$ cat config.mk
export PLATFORM = sky130hd
export DESIGN_NAME = program_loader_flat
export DESIGN_NICKNAME = d
export VERILOG_FILES = /design/src/rtl/program_loader_if.sv /design/src/rtl/program_loader.sv /design/src/flat_wrapper.sv
export SDC_FILE = /design/constraint.sdc
export NUM_CORES = 1
export LEC_CHECK = 0
export CAP_MARGIN = 20
export CORE_MARGIN = 3
export CORE_UTILIZATION = 49
export DETAILED_ROUTE_END_ITERATION = 8
export PLACE_DENSITY_LB_ADDON = 0.1
export SLEW_MARGIN = 20
export SYNTH_ARGS = -nofsm -noshare
export SYNTH_HDL_FRONTEND = slang
export SYNTH_SLANG_ARGS = --single-unit
export TNS_END_PERCENT = 10
$ cat constraint.sdc
create_clock -name Clock -period 3.4 [get_ports Clock]
set_input_delay 0.85 -clock Clock [delete_from_list [all_inputs] [get_ports Clock]]
set_output_delay 0.85 -clock Clock [all_outputs]
set_load 0.02 [all_outputs]
$ cat src/rtl/program_loader_if.sv
// Front-panel load bus: operator key/switch inputs and the memory write handshake.
interface program_loader_if #(
  parameter int WIDTH      = 16,
  parameter int ADDR_WIDTH = 8
);
  logic                  Enable;
  logic                  Strobe;
  logic                  SetAddr;
  logic [WIDTH/2-1:0]    DataIn;
  logic                  MemAck;
  logic [ADDR_WIDTH-1:0] MemAddr;
  logic [WIDTH-1:0]      MemData;
  logic                  MemWrite;
  logic                  ProcHold;
  logic                  Phase;
  logic                  Full;

  modport slave (
    input  Enable, Strobe, SetAddr, DataIn, MemAck,
    output MemAddr, MemData, MemWrite, ProcHold, Phase, Full
  );

  modport master (
    output Enable, Strobe, SetAddr, DataIn, MemAck,
    input  MemAddr, MemData, MemWrite, ProcHold, Phase, Full
  );
endinterface

$ cat src/rtl/program_loader.sv
// Assembles keyed bytes into words and writes them to processor memory with
// auto-increment, holding the processor while load mode is active.
module program_loader #(
  parameter int WIDTH      = 16,
  parameter int ADDR_WIDTH = 8
) (
  input  logic           Clock,
  input  logic           Reset,
  program_loader_if.slave bus
);
  localparam int HALF = WIDTH / 2;

  typedef enum logic [1:0] {
    ST_HIGH,
    ST_LOW,
    ST_WRITE
  } state_t;

  state_t                state_reg;
  logic [ADDR_WIDTH-1:0] mem_addr_reg;
  logic [WIDTH-1:0]      mem_data_reg;
  logic                  mem_write_reg;
  logic                  full_reg;
  logic [ADDR_WIDTH-1:0] strobe_addr;

  // Switch byte fitted to the address width
  generate
    if (ADDR_WIDTH > HALF) begin : g_addr_ext
      assign strobe_addr = {{(ADDR_WIDTH - HALF){1'b0}}, bus.DataIn};
    end else begin : g_addr_trunc
      assign strobe_addr = bus.DataIn[ADDR_WIDTH-1:0];
    end
  endgenerate

  always_ff @(posedge Clock or posedge Reset) begin
    if (Reset) begin
      state_reg     <= ST_HIGH;
      mem_addr_reg  <= '0;
      mem_data_reg  <= '0;
      mem_write_reg <= 1'b0;
      full_reg      <= 1'b0;
    end else begin
      case (state_reg)
        ST_HIGH: begin
          if (bus.Enable && bus.Strobe) begin
            if (bus.SetAddr) begin
              mem_addr_reg <= strobe_addr;
              full_reg     <= 1'b0;
            end else if (!full_reg) begin
              mem_data_reg[WIDTH-1:HALF] <= bus.DataIn;
              state_reg                  <= ST_LOW;
            end
          end
        end
        ST_LOW: begin
          // Leaving load mode drops the half-assembled word
          if (!bus.Enable) begin
            state_reg <= ST_HIGH;
          end else if (bus.Strobe) begin
            if (bus.SetAddr) begin
              mem_addr_reg <= strobe_addr;
              full_reg     <= 1'b0;
              state_reg    <= ST_HIGH;
            end else begin
              mem_data_reg[HALF-1:0] <= bus.DataIn;
              mem_write_reg          <= 1'b1;
              state_reg              <= ST_WRITE;
            end
          end
        end
        ST_WRITE: begin
          // Strobes here are dropped; only the ack moves the FSM on
          if (bus.MemAck) begin
            mem_write_reg <= 1'b0;
            state_reg     <= ST_HIGH;
            if (mem_addr_reg == '1) begin
              full_reg     <= 1'b1;
              mem_addr_reg <= '0;
            end else begin
              mem_addr_reg <= mem_addr_reg + 1'b1;
            end
          end
        end
        default: state_reg <= ST_HIGH;
      endcase
    end
  end

  assign bus.MemAddr  = mem_addr_reg;
  assign bus.MemData  = mem_data_reg;
  assign bus.MemWrite = mem_write_reg;
  assign bus.Full     = full_reg;
  assign bus.Phase    = (state_reg == ST_LOW);
  assign bus.ProcHold = bus.Enable | (state_reg == ST_WRITE);
endmodule

$ cat src/flat_wrapper.sv
// flat-port wrapper written by rule: the top's interface ports become plain ports
module program_loader_flat 
#(
  parameter int WIDTH      = 16,
  parameter int ADDR_WIDTH = 8
)
  (Clock, Reset, bus_Enable, bus_Strobe, bus_SetAddr, bus_DataIn, bus_MemAck, bus_MemAddr, bus_MemData, bus_MemWrite, bus_ProcHold, bus_Phase, bus_Full);
  program_loader_if #(.WIDTH(WIDTH), .ADDR_WIDTH(ADDR_WIDTH)) bus_i ();
  input  logic Clock;
  input  logic Reset;
  input wire logic [$bits(bus_i.Enable)-1:0] bus_Enable;
  input wire logic [$bits(bus_i.Strobe)-1:0] bus_Strobe;
  input wire logic [$bits(bus_i.SetAddr)-1:0] bus_SetAddr;
  input wire logic [$bits(bus_i.DataIn)-1:0] bus_DataIn;
  input wire logic [$bits(bus_i.MemAck)-1:0] bus_MemAck;
  output wire logic [$bits(bus_i.MemAddr)-1:0] bus_MemAddr;
  output wire logic [$bits(bus_i.MemData)-1:0] bus_MemData;
  output wire logic [$bits(bus_i.MemWrite)-1:0] bus_MemWrite;
  output wire logic [$bits(bus_i.ProcHold)-1:0] bus_ProcHold;
  output wire logic [$bits(bus_i.Phase)-1:0] bus_Phase;
  output wire logic [$bits(bus_i.Full)-1:0] bus_Full;
  assign bus_i.Enable = bus_Enable;
  assign bus_i.Strobe = bus_Strobe;
  assign bus_i.SetAddr = bus_SetAddr;
  assign bus_i.DataIn = bus_DataIn;
  assign bus_i.MemAck = bus_MemAck;
  assign bus_MemAddr = bus_i.MemAddr;
  assign bus_MemData = bus_i.MemData;
  assign bus_MemWrite = bus_i.MemWrite;
  assign bus_ProcHold = bus_i.ProcHold;
  assign bus_Phase = bus_i.Phase;
  assign bus_Full = bus_i.Full;
  program_loader #(.WIDTH(WIDTH), .ADDR_WIDTH(ADDR_WIDTH)) u_core (.Clock(Clock), .Reset(Reset), .bus(bus_i));
endmodule
==> summary.txt, run 1 <==
Outcome -> completed
Reg2Reg Depth -> 3
Hold wc startpoint -> u_core.bus.MemData[11]
Net count, final -> 172
Initial DRC count -> 40
Flop2flop setup slack -> 1.83 ns
Largest net degree at the start of global routing -> 29
Hold crit path type -> flop to flop
Critical-path maximum fanout -> 4
Post-DP Area -> 1760 um^2
Clock Latency Late Sink -> 0.33 ns
Hold Path End -> u_core.bus.MemData[11]
Grt ovf -> 0
Setup TNS -> 0 ns
CP most frequent cell -> clkdlybuf4s50_1
Placed Instances -> 182
Area Overhead vs Synth -> 35.4%
Clk slew on worst S/H paths -> 0.15 ns
Synth area leaders -> dfrtp_1 (53%), mux2_2 (14%), a21oi_1 (2.6%)
Cell accounting for the most synthesized area -> dfrtp_1
Placement row count -> 18
Die height -> 58.1 um
CTS tree -> yes
Share of layout cells above drive strength 1 -> 17.9%
Routed len/inst -> 15.2 um
Synthesized flop and latch total -> 28
MaxCap Viol Count -> 0
Crit-path leading delay family -> buffers and inverters
Core Region -> 2520 um^2
Detailed placer's ending HPWL -> 2.04 mm
Post-synth cell types -> 34
Fillers -> 192
Crit Path Class -> input port to output port
Final Hold Vio Count -> 0
Type of element capturing the critical path -> output port
# H-tree levels -> 1
Drt first pass iters -> 4
First-pass GRT wire length -> 4.75 mm
Tightest Pin Transition -> 0.541 ns
Die Area -> 3370 um^2
Clock Sink Count -> 28
Critical Path AT -> 2.10 ns
Finished Layout Cells -> 186
Period Utilization, post-route -> 86.9%
Worst EP required -> 2.55 ns
Vias in the first global route -> 1026
Place WS -> 0.443 ns
Upper clock frequency limit -> 0.339 GHz
Post-CTS Repair Setup Buffers -> 0
PD cells -> 554 nW/um^2
Register area share after synthesis -> 52.8%
Largest register FFs -> 16
IO Pins -> 42
Cells after Synth -> 113
Initial antenna violation count -> 0
Initial Util -> 52.6%
Worst reg2reg startpoint -> u_core.state_reg[1]
Final min period -> 2.95 ns
Slowest CP cell -> clkdlybuf4s50_1
Vias per cell -> 5.64
Hold-fix buffers, CTS -> 0
Finished layout cell area -> 1800 um^2
Slowest stage delay, CP -> 0.60 ns
Diode count -> 0
Synthesized area per cell -> 11.7 um^2
Max IR drop VDD -> 0.413 mV
DR vias -> 1049
Mapped Nets -> 128
Final number of setup-violating endpoints -> 0
Maximum clock insertion buffer count -> 2
Antenna viol nets, final -> 0
Hold slack -> 0.523 ns
Pleak -> 0.765 nW
Number of buffers inserted during clock tree synthesis -> 3
Synthesized area -> 1330 um^2
Yosys Warn Count -> 0
Worst slew margin -> 63.8%
Crit start category -> input port
Port Buffers -> 41
R2R Path End -> u_core.bus.MemData[7]
CP bufs+invs -> 2
Hold depth -> 1
Unrepaired setup endpoints after global routing -> false
CTS root buf -> clkbuf_4
Post-CTS Resized -> 0
Sequence of cells on the critical path -> clkdlybuf4s50_1 -> nand2b_1 -> clkdlybuf4s50_1
Final WL -> 2.82 mm
Die width -> 58.1 um
RD Place Congestion -> 0.829
DRC errors left -> 0
Setup WS post-layout -> 0.447 ns
Final Max Tran Viols -> 0
GRT Total Usage -> 18.6%
Yosys top cell area share -> 52.8%
Clock skew -> 0.00347 ns
## cell usage after synthesis
master	n
a21o_1	1
a21oi_1	7
a22o_1	1
a2bb2oi_1	1
and2_1	1
and3_1	1
buf_2	1
buf_6	1
clkbuf_2	1
dfrtp_1	28
ha_1	1
inv_1	3
mux2_2	16
mux2i_1	1
nand2_1	8
nand2b_1	2
nand2b_4	2
nand3_1	3
nand3b_1	1
nand4_2	1
nand4b_1	1
nor2_1	7
nor3_1	3
nor3_4	1
nor3b_1	1
nor4_1	2
o21a_1	1
o21ai_0	7
o21ai_1	2
o21bai_1	1
o21bai_4	1
o2bb2ai_1	3
o41ai_2	1
or2_2	1
## layout by cell type (no fill, tap or decap), types with 2 or more instances in the layout
| cell type | count |
|---|---|
| clkdlybuf4s50_1 | 41 |
| dfrtp_1 | 28 |
| mux2_2 | 16 |
| nand2_1 | 8 |
| nor2_1 | 7 |
| o21ai_0 | 7 |
| a21oi_1 | 7 |
| nor3_1 | 3 |
| nand3_1 | 3 |
| o2bb2ai_1 | 3 |
| inv_1 | 3 |
| clkbuf_4 | 3 |
| nand2b_4 | 2 |
| nor4_1 | 2 |
| nand2b_1 | 2 |
| o21ai_1 | 2 |
## area by class of cell
| class | count | area [um^2] | area share [%] |
|---|---|---|---|
| clock buffers | 4 | 36.3 | 2.02 |
| inverters | 3 | 11.3 | 0.626 |
| multi-input cells | 79 | 594 | 33.1 |
| repair buffers | 42 | 418 | 23.2 |
| flip-flops and latches | 28 | 701 | 39.0 |
| well taps | 30 | 37.5 | 2.09 |
## worst max path at each step
stage	from	end	slack [ns]	depth (start not counted)
floorplan	bus_Enable	bus_ProcHold	1.49	1
global placement	bus_Enable	bus_ProcHold	0.49	3
detailed placement	bus_Enable	bus_ProcHold	0.44	3
CTS	bus_Enable	bus_ProcHold	0.44	3
global route	bus_Enable	bus_ProcHold	0.37	3
finish	bus_Enable	bus_ProcHold	0.45	3
## logic make-up after synthesis
group	Yosys count	synth area share (%)
and+or+nand+nor	35	15.8
DFF	28	52.8
AOI/OAI and AO/OA	26	13.7
muxes	17	14.3
buffers and inverters	6	2.45
adders and majority gates	1	0.942
## through the flow
step	total power, W	util, %
2_1_floorplan	0.000650	-
3_3_place_gp	0.000832	69.8
3_5_place_dp	0.000844	69.8
4_1_cts	0.00101	71.3
5_1_grt	0.00105	71.3
6_report	0.000996	71.3
## routing by layer
layer	up-vias	share of wire [%]	GRT usage (%)	wire length [um]
met5	-	0	0	0
met4	0	2.4	8.61	67
met3	9	5.8	3.56	165
met2	35	49	29.8	1380
met1	511	43	24.4	1210
li1	494	-	-	-
## where the power goes
group / switching (W) / internal, W / total, W
Combinational: 0.000175 / 0.000197 / 0.000372
Clock: 0.0000963 / 0.0000656 / 0.000162
Sequential: 0.0000580 / 0.000404 / 0.000462
Total: 0.000329 / 0.000667 / 0.000996
No activity file was read; power rests on OpenSTA's default activity.
==> run 2: changes to the inputs <==
GPL_TIMING_DRIVEN = 0   (was unset)
==> run 2 against run 1 <==
Via count is 1.9% higher. Critical path depth unchanged. First-iteration DRC count fell by 20%. Highest routed layer unchanged.
==> summary.txt, run 2 (synthesized netlist as in run 1, its figures left out) <==
Initial Util -> 52.6%
Hold slack -> 0.497 ns
Worst reg2reg startpoint -> u_core.state_reg[1]
Final Max Tran Viols -> 0
Critical-path maximum fanout -> 4
Period Utilization, post-route -> 87.0%
Reg2Reg Depth -> 3
Multi-input gate area -> 594 um^2
First-pass GRT wire length -> 5.15 mm
Max IR drop VDD -> 0.417 mV
Final number of setup-violating endpoints -> 0
Clk slew on worst S/H paths -> 0.14 ns
DRC errors left -> 0
Hold crit path type -> flop to flop
Placement row count -> 18
Flop2flop setup slack -> 1.81 ns
CP startpoint -> bus_Enable
GRT Total Usage -> 20.0%
Peak-usage layer in the global routing report -> met2
Crit Path Class -> input port to output port
Power Total -> 0.00100 W
Net count, final -> 174
Number of buffers inserted during clock tree synthesis -> 3
Die Area -> 3370 um^2
Final WL -> 3.09 mm
Fillers -> 205
Area Overhead vs Synth -> 36.5%
PD cells -> 552 nW/um^2
Clock skew -> 0.00401 ns
Upper clock frequency limit -> 0.338 GHz
Core Region -> 2520 um^2
Maximum clock insertion buffer count -> 2
RD Place Congestion -> 0.886
Most common library cell in the layout ignoring fill and taps -> clkdlybuf4s50_1
CTS root buf -> clkbuf_4
Sequential Area -> 701 um^2
Setup TNS -> 0 ns
Grt ovf -> 0
Tightest Pin Transition -> 0.590 ns
Unrepaired setup endpoints after global routing -> false
Drt first pass iters -> 4
Crit start category -> input port
Most frequent cells in the layout -> clkdlybuf4s50_1 (41), dfrtp_1 (28), mux2_2 (16)
Outcome -> completed
Largest register FFs -> 16
Final Hold Vio Count -> 0
Initial antenna violation count -> 0
MaxCap Viol Count -> 0
R2R Path End -> u_core.bus.MemData[6]
Diode count -> 0
Initial DRC count -> 32
Routed len/inst -> 16.4 um
# H-tree levels -> 1
Share of layout cells above drive strength 1 -> 19.6%
Die height -> 58.1 um
Met3 Track Usage GR -> 4.01%
Pleak -> 0.771 nW
Antenna viol nets, final -> 0
DR vias -> 1069
Vias in the first global route -> 1090
Type of element capturing the critical path -> output port
Worst EP required -> 2.55 ns
Port Buffers -> 41
GRT met2 Usage -> 32.7%
Detailed placer's ending HPWL -> 2.13 mm
Clock Latency Late Sink -> 0.33 ns
Post-CTS Repair Setup Buffers -> 0
Crit path to -> bus_ProcHold
IO Pins -> 42
Post-CTS Resized -> 0
CTS tree -> yes
Vias per cell -> 5.69
Global Route met1 Usage -> 25.8%
Clock Sink Count -> 28
Hold-fix buffers, CTS -> 0
Worst slew margin -> 60.6%
Largest net degree at the start of global routing -> 29
Final min period -> 2.96 ns
Critical Path AT -> 2.11 ns
Die width -> 58.1 um
==> run 2: cell types whose count changed in the layout (fill, tap and decap cells not counted), sizes merged <==
| cell | delta |
|---|---|
| buf | +1 |
| clkbuf | +1 |
==> run 2: critical path, stage by stage <==
cell             delay [ns]
clkdlybuf4s50_1        0.53
nand2b_1               0.13
clkdlybuf4s50_1        0.60
==> run 2: where the power goes <==
group / internal, W / switching, W
Sequential: 0.000404 / 0.0000586
Combinational: 0.000198 / 0.000178
Clock: 0.0000656 / 0.0000951
==> run 2: how the worst min path moves through the flow <==
stage                              startpoint                  end  cells after the start
after global routing      u_core.bus.MemWrite  u_core.bus.MemWrite                      1
after detailed placement  u_core.bus.MemWrite  u_core.bus.MemWrite                      1
after global placement    u_core.bus.MemWrite  u_core.bus.MemWrite                      1
after floorplan           u_core.bus.MemWrite  u_core.bus.MemWrite                      1
final                     u_core.bus.MemWrite  u_core.bus.MemWrite                      1
after CTS                 u_core.bus.MemWrite  u_core.bus.MemWrite                      1
==> run 2: metrics by stage <==
stage | worst slack (ns) | area [um^2] | utilization [%] | cells
finish | 0.440 | 1810 | 71.8 | 188
global route | 0.376 | 1810 | 71.8 | 188
CTS | 0.433 | 1810 | 71.8 | 188
detailed placement | 0.437 | 1780 | 70.4 | 184
global placement | 0.483 | 1780 | 70.4 | 184
floorplan | 1.49 | 1330 | - | 113
==> run 2: metal layers <==
layer	part of all wire [%]	routed length [um]
met1	42	1300
met2	50	1560
met3	6.1	188
met4	1.4	43
met5	0	0
==> run 2: cell type report <==
type	count	share of cell area, %
buffer	3	1.17
tap	30	2.07
timing repair buffer	41	22.7
clock buffer	4	2.00
inverter	3	0.622
sequential	28	38.7
multi-input combinational	79	32.8
